### src/rtl/ifetch_pkg.sv
// Shared types and constants for the instruction fetch unit.
// Optional feature macro: IFETCH_MISALIGN_EN (see ifetch_unit.sv).
package ifetch_pkg;

  localparam int XLEN = 32;
  localparam logic [XLEN-1:0] NOP_INST = 32'h00000013;

  // One buffer slot: the PC it was fetched from, the returned word, whether
  // the word has arrived, and whether it was synthesised for a misaligned PC.
  typedef struct packed {
    logic [XLEN-1:0] pc;
    logic [XLEN-1:0] data;
    logic            filled;
    logic            misalign;
  } fetch_entry_t;

  // Width of counters able to hold 0..depth inclusive.
  function automatic int cnt_width(input int depth);
    return $clog2(depth) + 1;
  endfunction

endpackage

### src/rtl/ifetch_if.sv
// Instruction-memory request/response channel plus the decode-side
// valid/ready channel of the fetch unit.
// Optional feature macro: IFETCH_MISALIGN_EN adds inst_misalign.
interface ifetch_if;
  import ifetch_pkg::*;

  logic            imem_req_valid;
  logic            imem_req_ready;
  logic [XLEN-1:0] imem_req_addr;
  logic            imem_rsp_valid;
  logic [XLEN-1:0] imem_rsp_data;
  logic            inst_valid;
  logic            inst_ready;
  logic [XLEN-1:0] inst_data;
  logic [XLEN-1:0] inst_pc;
`ifdef IFETCH_MISALIGN_EN
  logic            inst_misalign;

  modport master (
    output imem_req_valid, imem_req_addr, inst_valid, inst_data, inst_pc, inst_misalign,
    input  imem_req_ready, imem_rsp_valid, imem_rsp_data, inst_ready
  );
  modport slave (
    input  imem_req_valid, imem_req_addr, inst_valid, inst_data, inst_pc, inst_misalign,
    output imem_req_ready, imem_rsp_valid, imem_rsp_data, inst_ready
  );
`else
  modport master (
    output imem_req_valid, imem_req_addr, inst_valid, inst_data, inst_pc,
    input  imem_req_ready, imem_rsp_valid, imem_rsp_data, inst_ready
  );
  modport slave (
    input  imem_req_valid, imem_req_addr, inst_valid, inst_data, inst_pc,
    output imem_req_ready, imem_rsp_valid, imem_rsp_data, inst_ready
  );
`endif

endinterface

### src/rtl/ifetch_buf.sv
// DEPTH-entry circular fetch buffer: allocate at tail, fill the oldest
// unfilled entry, pop the head, clear everything. Entries between head and
// head+count are live; slot contents outside that window are don't-care,
// so the storage array itself carries no reset.
module ifetch_buf
  import ifetch_pkg::*;
#(
  parameter int DEPTH = 2
) (
  input  logic                        clk,
  input  logic                        rst,
  input  logic                        clear,
  input  logic                        alloc,
  input  fetch_entry_t                alloc_entry,
  input  logic                        fill,
  input  logic [XLEN-1:0]             fill_data,
  input  logic                        pop,
  output logic [cnt_width(DEPTH)-1:0] count,
  output logic [cnt_width(DEPTH)-1:0] pending,
  output fetch_entry_t                head_entry
);

  localparam int PW = $clog2(DEPTH);
  localparam int CW = cnt_width(DEPTH);

  fetch_entry_t     mem [DEPTH];
  logic [PW-1:0]    head_reg;
  logic [PW-1:0]    tail_reg;
  logic [CW-1:0]    count_reg;
  logic [DEPTH-1:0] live;
  logic [DEPTH-1:0] unfilled;
  logic [PW-1:0]    fill_idx;
  logic             fill_hit;

  // Per-slot liveness: a slot is live when its distance from head is below count.
  for (genvar gi = 0; gi < DEPTH; gi++) begin : g_slot
    logic [PW-1:0] offset;
    assign offset       = PW'(gi) - head_reg;
    assign live[gi]     = {1'b0, offset} < count_reg;
    assign unfilled[gi] = live[gi] & ~mem[gi].filled;
  end

  // Locate the oldest live entry still waiting for its memory response.
  always_comb begin
    logic [PW-1:0] idx;
    idx      = '0;
    fill_idx = head_reg;
    fill_hit = 1'b0;
    for (int i = 0; i < DEPTH; i++) begin
      idx = head_reg + PW'(i);
      if (!fill_hit && unfilled[idx]) begin
        fill_hit = 1'b1;
        fill_idx = idx;
      end
    end
  end

  // Count the outstanding memory fetches held in the buffer.
  always_comb begin
    pending = '0;
    for (int i = 0; i < DEPTH; i++) begin
      pending = pending + CW'(unfilled[i]);
    end
  end

  // Pointer and occupancy bookkeeping; clear returns to the empty state.
  always_ff @(posedge clk) begin
    if (rst || clear) begin
      head_reg  <= '0;
      tail_reg  <= '0;
      count_reg <= '0;
    end else begin
      if (alloc) tail_reg <= tail_reg + PW'(1);
      if (pop)   head_reg <= head_reg + PW'(1);
      count_reg <= count_reg + CW'(alloc) - CW'(pop);
    end
  end

  // Slot storage: allocation writes a whole entry, fill lands data on a pending one.
  always_ff @(posedge clk) begin
    for (int i = 0; i < DEPTH; i++) begin
      if (alloc && tail_reg == PW'(i)) begin
        mem[i] <= alloc_entry;
      end else if (fill && fill_hit && fill_idx == PW'(i)) begin
        mem[i].data   <= fill_data;
        mem[i].filled <= 1'b1;
      end
    end
  end

  assign count      = count_reg;
  assign head_entry = mem[head_reg];

endmodule

### src/rtl/ifetch_unit.sv
// Instruction fetch unit: issues in-order imem reads for pc_in under a
// credit limit, buffers returned words tagged with their PC and hands them
// to decode over valid/ready. A flush discards buffered entries and counts
// in-flight requests so their late responses are dropped.
// Optional feature macro: IFETCH_MISALIGN_EN -- misaligned PCs are not sent
// to memory; a NOP entry flagged inst_misalign is queued instead.
module ifetch_unit
  import ifetch_pkg::*;
#(
  parameter int DEPTH = 2
) (
  input  logic            clk,
  input  logic            rst,
  input  logic [XLEN-1:0] pc_in,
  output logic            pc_take,
  input  logic            flush,
  ifetch_if.master        bus
);

  localparam int CW = cnt_width(DEPTH);

  logic [CW-1:0] count;
  logic [CW-1:0] pending;
  logic [CW-1:0] discard_reg;
  logic [CW-1:0] discard_next;
  logic [CW:0]   credit_sum;
  logic          credit_ok;
  logic          issue_ok;
  logic          fill;
  logic          pop;
  logic          inst_valid;
  fetch_entry_t  head_entry;
  fetch_entry_t  alloc_entry;
  logic [XLEN-1:0] data_hold_reg;
  logic [XLEN-1:0] pc_hold_reg;

  // Requests already discarded still occupy credit until their data returns.
  assign credit_sum = {1'b0, count} + {1'b0, discard_reg};
  assign credit_ok  = credit_sum < (CW + 1)'(DEPTH);
  assign issue_ok   = credit_ok & ~flush & ~rst;

`ifdef IFETCH_MISALIGN_EN
  logic misalign;
  assign misalign           = pc_in[1:0] != 2'b00;
  assign bus.imem_req_valid = issue_ok & ~misalign;
  assign bus.imem_req_addr  = pc_in;
  assign pc_take            = misalign ? issue_ok : (bus.imem_req_valid & bus.imem_req_ready);

  // Misaligned fetches enter the buffer already complete with a NOP.
  always_comb begin
    alloc_entry          = '0;
    alloc_entry.pc       = pc_in;
    alloc_entry.data     = misalign ? NOP_INST : '0;
    alloc_entry.filled   = misalign;
    alloc_entry.misalign = misalign;
  end
`else
  assign bus.imem_req_valid = issue_ok;
  assign bus.imem_req_addr  = {pc_in[XLEN-1:2], 2'b00};
  assign pc_take            = bus.imem_req_valid & bus.imem_req_ready;

  // Every allocated entry waits for its memory response.
  always_comb begin
    alloc_entry          = '0;
    alloc_entry.pc       = pc_in;
    alloc_entry.data     = '0;
    alloc_entry.filled   = 1'b0;
    alloc_entry.misalign = 1'b0;
  end
`endif

  // Responses owed to flushed requests are consumed by the discard counter.
  assign fill = bus.imem_rsp_valid & (discard_reg == '0) & ~flush;

  assign inst_valid = (count != '0) & head_entry.filled & ~rst;
  assign pop        = inst_valid & bus.inst_ready & ~flush;

  ifetch_buf #(
    .DEPTH (DEPTH)
  ) u_buf (
    .clk         (clk),
    .rst         (rst),
    .clear       (flush),
    .alloc       (pc_take),
    .alloc_entry (alloc_entry),
    .fill        (fill),
    .fill_data   (bus.imem_rsp_data),
    .pop         (pop),
    .count       (count),
    .pending     (pending),
    .head_entry  (head_entry)
  );

  // Discard bookkeeping: a flush adds every unreturned request, less one
  // if a response is consumed in the same cycle.
  always_comb begin
    discard_next = discard_reg;
    if (flush) begin
      discard_next = discard_reg + pending
                   - CW'(bus.imem_rsp_valid && (discard_reg != '0 || pending != '0));
    end else if (bus.imem_rsp_valid && discard_reg != '0) begin
      discard_next = discard_reg - CW'(1);
    end
  end

  // Discard counter register.
  always_ff @(posedge clk) begin
    if (rst) discard_reg <= '0;
    else     discard_reg <= discard_next;
  end

  // Remember the last word shown to decode so an empty buffer holds it.
  always_ff @(posedge clk) begin
    if (rst) begin
      data_hold_reg <= '0;
      pc_hold_reg   <= '0;
    end else if (inst_valid) begin
      data_hold_reg <= head_entry.data;
      pc_hold_reg   <= head_entry.pc;
    end
  end

  assign bus.inst_valid = inst_valid;
  assign bus.inst_data  = rst ? '0 : (inst_valid ? head_entry.data : data_hold_reg);
  assign bus.inst_pc    = rst ? '0 : (inst_valid ? head_entry.pc   : pc_hold_reg);

`ifdef IFETCH_MISALIGN_EN
  assign bus.inst_misalign = inst_valid & head_entry.misalign;
`else
  // Without the feature no entry can ever carry the misalign flag.
  a_no_misalign: assert property (@(posedge clk) disable iff (rst)
    !(inst_valid && head_entry.misalign));
`endif

  // A response with nothing pending and nothing to discard is a protocol error.
  a_rsp_expected: assert property (@(posedge clk) disable iff (rst)
    !(bus.imem_rsp_valid && discard_reg == '0 && pending == '0));

endmodule

### src/flat_wrapper.sv
// flat-port wrapper written by rule: the top's interface ports become plain ports
module ifetch_unit_flat import ifetch_pkg::*;
#(
  parameter int DEPTH = 2
)
  (clk, rst, pc_in, pc_take, flush, bus_imem_req_valid, bus_imem_req_addr, bus_inst_valid, bus_inst_data, bus_inst_pc, bus_imem_req_ready, bus_imem_rsp_valid, bus_imem_rsp_data, bus_inst_ready);
  ifetch_if bus_i ();
  input  logic clk;
  input  logic rst;
  input  logic [XLEN-1:0] pc_in;
  output logic pc_take;
  input  logic flush;
  output wire logic [$bits(bus_i.imem_req_valid)-1:0] bus_imem_req_valid;
  output wire logic [$bits(bus_i.imem_req_addr)-1:0] bus_imem_req_addr;
  output wire logic [$bits(bus_i.inst_valid)-1:0] bus_inst_valid;
  output wire logic [$bits(bus_i.inst_data)-1:0] bus_inst_data;
  output wire logic [$bits(bus_i.inst_pc)-1:0] bus_inst_pc;
  input wire logic [$bits(bus_i.imem_req_ready)-1:0] bus_imem_req_ready;
  input wire logic [$bits(bus_i.imem_rsp_valid)-1:0] bus_imem_rsp_valid;
  input wire logic [$bits(bus_i.imem_rsp_data)-1:0] bus_imem_rsp_data;
  input wire logic [$bits(bus_i.inst_ready)-1:0] bus_inst_ready;
  assign bus_imem_req_valid = bus_i.imem_req_valid;
  assign bus_imem_req_addr = bus_i.imem_req_addr;
  assign bus_inst_valid = bus_i.inst_valid;
  assign bus_inst_data = bus_i.inst_data;
  assign bus_inst_pc = bus_i.inst_pc;
  assign bus_i.imem_req_ready = bus_imem_req_ready;
  assign bus_i.imem_rsp_valid = bus_imem_rsp_valid;
  assign bus_i.imem_rsp_data = bus_imem_rsp_data;
  assign bus_i.inst_ready = bus_inst_ready;
  ifetch_unit #(.DEPTH(DEPTH)) u_core (.clk(clk), .rst(rst), .pc_in(pc_in), .pc_take(pc_take), .flush(flush), .bus(bus_i));
endmodule
### config.mk
export PLATFORM = sky130hd
export DESIGN_NAME = ifetch_unit_flat
export DESIGN_NICKNAME = d
export VERILOG_FILES = /design/src/rtl/ifetch_pkg.sv /design/src/rtl/ifetch_if.sv /design/src/rtl/ifetch_buf.sv /design/src/rtl/ifetch_unit.sv /design/src/flat_wrapper.sv
export SDC_FILE = /design/constraint.sdc
export NUM_CORES = 1
export LEC_CHECK = 0
export CORE_UTILIZATION = 30
export DETAILED_ROUTE_END_ITERATION = 16
export HOLD_SLACK_MARGIN = 0.15
export MAX_ROUTING_LAYER = met4
export SLEW_MARGIN = 20
export SYNTH_ARGS = -nofsm -noshare
export SYNTH_HDL_FRONTEND = slang
export SYNTH_SLANG_ARGS = --single-unit
export TNS_END_PERCENT = 10
### constraint.sdc
create_clock -name clk -period 4 [get_ports clk]
set_input_delay 0.6 -clock clk [delete_from_list [all_inputs] [get_ports clk]]
set_output_delay 0.6 -clock clk [all_outputs]
set_load 0.02 [all_outputs]
==> results of run 1 <==
critical path: stages, from the launching register on:
cell	delay, ps
dfxtp_4	520
mux2i_1	520
nor2_4	230
buf_4	280
a211oi_1	390
clkdlybuf4s50_1	680
cell usage after synthesis, types with 2 or more instances:
cell type / number / area (µm²)
edfxtp_1: 129 / 3874
dfxtp_1: 72 / 1441
a21oi_1: 69 / 345.3
a211oi_1: 66 / 495.5
mux2i_1: 65 / 650.6
nor3_1: 65 / 325.3
buf_4: 38 / 285.3
nand2_1: 35 / 131.4
buf_2: 24 / 120.1
buf_6: 13 / 146.4
clkbuf_1: 13 / 48.80
inv_1: 12 / 45.04
ha_1: 5 / 62.56
nor2_1: 5 / 18.77
and2_1: 4 / 25.02
nand2b_1: 3 / 18.77
o21bai_1: 3 / 22.52
nor2b_1: 2 / 12.51
nor3b_1: 2 / 15.01
o21a_1: 2 / 15.01
xnor2_1: 2 / 17.52
where the power goes:
part	switching, mW	leakage, nW	internal (mW)
combinational	0.181	1.19	0.154
sequential	0.0155	1.70	2.23
clock	0.794	0.392	1.43
how the worst max path moves through the flow:
stage,from,end,slack (ps),cells past startpoint
6_report,register,bus_inst_data[7],270,5
5_1_grt,register,bus_inst_data[7],90,5
4_1_cts,register,bus_inst_data[26],230,4
3_5_place_dp,rst,bus_inst_data[7],780,6
3_3_place_gp,register,bus_inst_data[7],750,5
2_1_floorplan,u_core.u_buf.count[0],u_core.u_buf.mem[0][0],110,6
placed cells by master, fill, tap and decap left out, types with 2 or more instances in the layout:
cell type	instances
a211oi_1	66
a21oi_1	69
and2_1	4
buf_12	6
buf_4	12
bufinv_16	5
clkbuf_1	6
clkbuf_16	23
clkbuf_8	3
clkdlybuf4s50_1	164
clkinv_2	2
conb_1	2
dfxtp_1	71
edfxtp_1	129
ha_1	5
inv_1	12
mux2i_1	65
nand2_1	35
nand2b_1	2
nor2_1	4
nor3_1	65
nor3b_1	2
o21a_1	2
o21bai_1	3
xnor2_1	2
through the flow:
step	cell area, µm²	util (%)	std cells	power (mW)	hold slack, ps
floorplan	8312	-	650	2.472	480.5
detailed placement	10060	37.21	1086	2.630	510.3
global placement	10060	37.21	1086	2.628	507.9
finish	10860	40.18	1126	4.805	515.0
CTS	10860	40.18	1126	4.855	518.9
global route	10860	40.18	1126	4.965	538.2
per-layer routing:
layer	part of all wire, %	GRT usage [%]	routed length, µm	up-vias
li1	-	-	-	2641
met2	50	24.79	10290	131
met3	4.8	2.468	999	34
met4	2.0	4.783	404	0
met5	0	-	0	-
met1	43	18.35	8933	2624
cell families after synthesis:
group | count (synthesis)
AND/OR/NAND/NOR | 122
XOR/XNOR | 4
other | 1
buffers and inverters | 100
multiplexers | 66
AO/OA/AOI/OAI | 149
adder cells (fa/ha/maj) | 6
flip-flops | 201
area by class of cell:
cell class                 count  area (µm²)  share of cell area [%]
sequential                   201        5319                   48.98
multi-input combinational    349        2409                   22.18
timing repair buffer         183        1857                   17.10
clock buffer                  32       639.4                   5.888
tap                          341       426.7                   3.929
clock inverter                 8       163.9                   1.509
inverter                      12       45.04                  0.4148
==> results.yml, run 1 <==
clock_tree:
  clk_latency_ps: 500
  root_buffer: "clkbuf_16"
  h-tree-depth: 1
  cts.repair.resized: 0
  cts_tree: "built"
  clock_sinks: 201
  clk_path_buf_depth: 3
  cts_setup_buffers: 0
  numCtsBuffers: 22
  ctsHoldBuffers: 0
  path_clk_slew_ps: 60
sta:
  tns_ps: 0
  rsz0062_at_grt: "false"
  fin_crit_sh_pct: 93.24
  fmax_mhz: 268.1
  post-route-min-period_ps: 3730
  tightest_slew_ps: 1032
  setup_viol: 0
  slew_violations: 0
  relSlewSlack_pct: 30.91
  hold_violations: 0
  setup_ws_ps: 270.3
  fin_skew_ps: 15.09
global_route:
  antenna_found_initial: 0
  grt_overflow_total: 0
  grtUsageTotal_pct: 14.86
  grt_max_degree: 66
  grt_pass1_vias: 5470
  grt_pass1_wl_um: 31820
min_path:
  hold_path_class: "reg2reg"
  hold_start: "u_core.data_hold_reg[0]"
  hold_end: "u_core.data_hold_reg[0]"
  hold_depth: 2
worst_setup_path:
  ff2ff_setup_slack_ps: 1220
  worstPathMaxFanout: 19
  worstSetupStartpointType: "register"
  worstPathArrival_ps: 3130
  r2r-start: "u_core.u_buf.count[0]"
  required_ps: 3400
  worstSetupEndpointType: "output pin"
  path_class: "reg2out"
  r2r-end: "u_core.u_buf.mem[0][10]"
  r2r_cells: 7
placement:
  place_ws_ps: 780.4
  dp_hpwl_um: 12770
  io_buffer_count: 166
  globalplace.congestion: 0.7195
drt:
  drc_errors: 0
  dr.pass1.iters: 4
  drt_first_iter_violations: 278
  vias: 5430
  wl_um: 20620
  drt-wirelength-per-cell_um: 18.32
  avgViaCountPerCell: 4.822
  antenna_left: 0
synthesis:
  syn_inst: 649
  synth_edf_count: 129
  synth-seq-area-share_pct: 63.98
  synth-compound-area-share_pct: 11.42
  synth_xor_area_share_pct: 0.5873
  avgSynthCellArea_um2: 12.80
  synth_area_um2: 8308
  synth_warnings: 0
  yosys.cell_types.count: 41
  yosys-mux-area-fraction_pct: 7.967
  synth_fa_ha_area_share_pct: 0.9940
  async_flop_share_pct: 0
  ys.flop_type: "edfxtp_1"
  synthSimpleGateAreaFrac_pct: 7.244
  synth_seq_cells: 201
  synth_top_family_by_area: "compound AO/OA/AOI/OAI gates"
floorplan:
  dieHeight_um: 168.4
  fp.dieArea_um2: 28360
  io_pins: 169
  die_w_um: 168.4
  rows: 60
  start_util_pct: 30.74
  core_area_um2: 27030
pwr:
  irDropWorstVdd_mv: 0.2576
  powerDensity_nw_per_um2: 442.5
  p_leak_nw: 3.281
layout:
  num-nets-final: 845
  area_growth_pct: 30.71
  num_antenna_cells: 0
  nFillCells: 2534
  largest_reg_flops: 130
  layout-drive-gt1-share_pct: 8.025
flow_run:
  maxCapViolations: 0
status:
  status: "completed"
(Power assumes the default switching activity.)
==> run 2: changes to the inputs <==
Settings changed: SYNTH_HIERARCHICAL from default to 1.
==> results.yml, run 2 <==
status:
  status: "completed"
placement:
  place_ws_ps: 835.0
  dp_hpwl_um: 12860
  io_buffer_count: 166
  globalplace.congestion: 0.7558
drt:
  drt-wirelength-per-cell_um: 15.86
  antenna_left: 0
  drt_first_iter_violations: 226
  vias: 5700
  avgViaCountPerCell: 4.395
  wl_um: 20570
  dr.pass1.iters: 4
  drc_errors: 0
global_route:
  grt_pass1_vias: 5725
  grt_pass1_wl_um: 31790
  antenna_found_initial: 2
  grtUsageTotal_pct: 13.92
  grt_overflow_total: 0
  grt_max_degree: 50
floorplan:
  core_area_um2: 28700
  io_pins: 169
  die_w_um: 173.0
  start_util_pct: 30.55
  rows: 62
  dieHeight_um: 173.0
  fp.dieArea_um2: 29920
clock_tree:
  clk_path_buf_depth: 3
  ctsHoldBuffers: 0
  path_clk_slew_ps: 60
  cts_setup_buffers: 0
  clk_latency_ps: 500
  clock_sinks: 201
  cts.repair.resized: 0
  h-tree-depth: 1
  cts_tree: "built"
  numCtsBuffers: 23
  root_buffer: "clkbuf_16"
flow_run:
  maxCapViolations: 0
layout:
  area_growth_pct: 31.86
  utilization_pct: 40.29
  largest_reg_flops: 130
  num-nets-final: 972
  nFillCells: 2761
  final_common_cell: "clkdlybuf4s50_1"
  layout-drive-gt1-share_pct: 22.17
  final_cell_mix: "165 x clkdlybuf4s50_1, 131 x nand2_1, 129 x edfxtp_1"
pwr:
  powerDensity_nw_per_um2: 401.9
  irDropWorstVdd_mv: 0.2173
  p_leak_nw: 3.991
  finalPower_mw: 4.647
worst_setup_path:
  worstPathArrival_ps: 3010
  crit_slowest_cell: "clkdlybuf4s50_1"
  worstSetupEndpointType: "output pin"
  path_class: "reg2out"
  required_ps: 3400
  cpPeakStageDelay_ps: 650
  worstPathMaxFanout: 39
  crit_buf_inv: 2
  path_cells: "mux2_2, o21ai_4, buf_12, nand2_1, a21oi_1, clkdlybuf4s50_1"
  worstSetupStartpointType: "register"
  path_delay_family: "buffers and inverters"
sta:
  tightest_slew_ps: 871.4
  rsz0062_at_grt: "false"
  fin_crit_sh_pct: 90.21
  post-route-min-period_ps: 3608
  tns_ps: 0
  relSlewSlack_pct: 41.69
  hold_violations: 0
  setup_ws_ps: 391.5
  slew_violations: 0
  fin_skew_ps: 6.567
  setup_viol: 0
  fmax_mhz: 277.1
synthesis:
  synth_warnings: 6
  synth_area_um2: 8770
  syn_inst: 698
  avgSynthCellArea_um2: 12.56
min_path:
  hold_path_class: "reg2reg"
[run 2: through the flow]
stage	instance area (µm²)	cells	hold slack [ps]
global placement	10820	1254	447.8
detailed placement	10820	1254	452.0
floorplan	9021	765	512.5
finish	11560	1297	460.1
CTS	11560	1295	463.1
global route	11560	1297	474.9
[run 2: worst paths after layout]
path	startpoint	end	slack [ps]	cells after the start
max reg2reg	u_core/u_buf/count[0]	u_core/u_buf/count[1]	940	12
min	u_core/data_hold_reg[16]	u_core/data_hold_reg[16]	460	2
min reg2reg	u_core/data_hold_reg[16]	u_core/data_hold_reg[16]	460	2
max	register	bus_inst_data[7]	390	6
[run 2: final cells by class]
class / instances / area [µm²] / area share [%]
antenna: 2 / 5.005 / 0.04328
clock buffer: 27 / 600.6 / 5.194
clock inverter: 14 / 142.6 / 1.233
inverter: 8 / 30.03 / 0.2597
multi-input combinational: 478 / 3162 / 27.34
sequential: 201 / 5319 / 46.00
tap: 384 / 480.5 / 4.155
timing repair buffer: 183 / 1824 / 15.78
[run 2: routing by layer]
| layer | global-route usage (%) | share of wire (%) | up-vias |
|---|---|---|---|
| met3 | 3.100 | 5.3 | 30 |
| li1 | - | - | 2806 |
| met5 | - | 0 | - |
| met4 | 3.614 | 2.0 | 0 |
| met2 | 23.79 | 48 | 136 |
| met1 | 16.50 | 44 | 2728 |
[run 2: worst reg2reg max path, cell delays in order, from the launching register on]
cell and delay (ps):
dfxtp_1 520, and2_1 200, fa_1 430, nor4_2 250, and2_1 240, buf_4 290
inv_1 70, ha_1 270, inv_1 40, ha_1 170, xor2_1 170, nor2_1 70
nor4b_1 240
[run 2: where the power goes]
part / switching (mW) / internal, mW
sequential: 0.0148 / 2.24
combinational: 0.156 / 0.155
clock: 0.820 / 1.26
total: 0.991 / 3.66
==> run 3: changes to the inputs <==
Settings changed: PLACE_DENSITY from default to 0.58.
==> results.yml, run 3 (synthesis gave the netlist of run 2 again) <==
floorplan:
  start_util_pct: 30.55
  io_pins: 169
  die_w_um: 173.0
  fp.dieArea_um2: 29920
  dieHeight_um: 173.0
  rows: 62
  core_area_um2: 28700
worst_setup_path:
  path_cells: "o21ai_4, buf_4, nand2_1, a21oi_1, clkdlybuf4s50_1"
  path_delay_family: "buffers and inverters"
  crit_slowest_cell: "o21ai_4"
  path_class: "reg2out"
  worstSetupStartpointType: "register"
  crit_buf_inv: 2
  worstPathArrival_ps: 2920
  worstPathMaxFanout: 28
  worstSetupEndpointType: "output pin"
  required_ps: 3400
  cpPeakStageDelay_ps: 730
clock_tree:
  clk_latency_ps: 510
  cts_tree: "built"
  ctsHoldBuffers: 0
  root_buffer: "clkbuf_16"
  numCtsBuffers: 23
  clock_sinks: 201
  h-tree-depth: 1
  cts_setup_buffers: 0
  clk_path_buf_depth: 3
  path_clk_slew_ps: 60
  cts.repair.resized: 0
pwr:
  pwr-share-clk_pct: 45.5
  powerDensity_nw_per_um2: 406.3
  p_sw_mw: 1.009
  p_leak_nw: 3.991
  cellInternalPower_mw: 3.695
  finalPower_mw: 4.704
  seqPwrFrac_pct: 48.0
  pwr-share-comb_pct: 6.6
  irDropWorstVdd_mv: 0.2826
  p_sw_share_pct: 21.44
drt:
  wl_um: 20310
  drt-wirelength-per-cell_um: 15.72
  vias: 5707
  avgViaCountPerCell: 4.417
  dr.pass1.iters: 4
  antenna_left: 0
  drc_errors: 0
  drt_first_iter_violations: 260
min_path:
  hold_path_class: "reg2reg"
layout:
  area_growth_pct: 32.03
  num-nets-final: 968
  final_cell_mix: "165 x clkdlybuf4s50_1, 131 x nand2_1, 129 x edfxtp_1"
  fin_area_um2: 11580
  num_antenna_cells: 0
  utilization_pct: 40.34
  layout-drive-gt1-share_pct: 22.25
  largest_reg_flops: 130
  final_common_cell: "clkdlybuf4s50_1"
sta:
  tns_ps: 0
  setup_viol: 0
  tightest_slew_ps: 921.1
  fin_crit_sh_pct: 87.95
  rsz0062_at_grt: "false"
  hold_violations: 0
  slew_violations: 0
  fin_skew_ps: 10.67
  setup_ws_ps: 482.0
  fmax_mhz: 284.2
  relSlewSlack_pct: 38.59
  post-route-min-period_ps: 3518
placement:
  place_ws_ps: 972.1
  globalplace.congestion: 0.7135
  place_area_um2: 10800
  io_buffer_count: 166
  dp_hpwl_um: 12690
global_route:
  grt_overflow_total: 0
  grt_max_degree: 65
  grt_pass1_vias: 5667
  grtUsageTotal_pct: 13.97
  grt_pass1_wl_um: 31840
  antenna_found_initial: 0
status:
  status: "completed"
flow_run:
  maxCapViolations: 0
[run 3: cell count changes in the layout (fill, tap and decap cells not counted)]
cell,change
buf_12,+1
buf_4,-5
bufinv_16,-1
clkbuf_1,+1
clkbuf_16,+2
clkbuf_8,+1
clkinv_1,-4
clkinv_2,-1
clkinvlp_4,+2
dfxtp_1,-1
dfxtp_2,+1
diode_2,-2
inv_1,+1
[run 3: worst paths after layout]
path | from | to | slack, ps | cells past startpoint
max | u_core/u_buf/count[1] | bus_inst_pc[26] | 480 | 5
min | u_core/data_hold_reg[4] | u_core/data_hold_reg[4] | 460 | 2
max reg2reg | u_core/u_buf/count[0] | u_core/u_buf/mem[0][28] | 1160 | 8
min reg2reg | u_core/data_hold_reg[4] | u_core/data_hold_reg[4] | 460 | 2
[run 3: area by class of cell]
cell class | instances | area (µm²)
Sequential cell | 201 | 5320
Tap cell | 384 | 480.5
Fill cell | 2733 | 17120
Inverter | 8 | 30.03
Clock inverter | 11 | 111.4
Clock buffer | 31 | 668.1
Timing Repair Buffer | 179 | 1807
Multi-Input combinational cell | 478 | 3162
[run 3: power groups by stage]
| stage | Clock (mW) | Combinational (mW) | Sequential (mW) |
|---|---|---|---|
| 2_1_floorplan | 0 | 0.171 | 2.29 |
| 3_3_place_gp | 0 | 0.311 | 2.30 |
| 3_5_place_dp | 0 | 0.313 | 2.30 |
| 4_1_cts | 2.20 | 0.315 | 2.26 |
| 5_1_grt | 2.29 | 0.337 | 2.26 |
| 6_report | 2.14 | 0.309 | 2.26 |
[run 3: stage by stage]
stage	instances	hold WS [ps]
after floorplan	765	512.5
after global placement	1250	448.7
after detailed placement	1250	450.6
after CTS	1292	462.6
after global routing	1292	473.0
final	1292	460.3
[run 3: metal layers]
layer	vias up	wire length [µm]	GRT usage, %
li1	2793	-	-
met1	2722	9471	18.09
met2	160	9354	22.43
met3	32	1001	2.529
met4	0	480	3.761
met5	-	0	-
[run 3: worst reg2reg max path: cells and delay by family, from the launching register on]
family	cells	cell delay, ps
simple gates	4	920
flops	1	510
fa+ha+maj	1	440
mux	1	390
buf+inv	1	290
compound gates	1	40
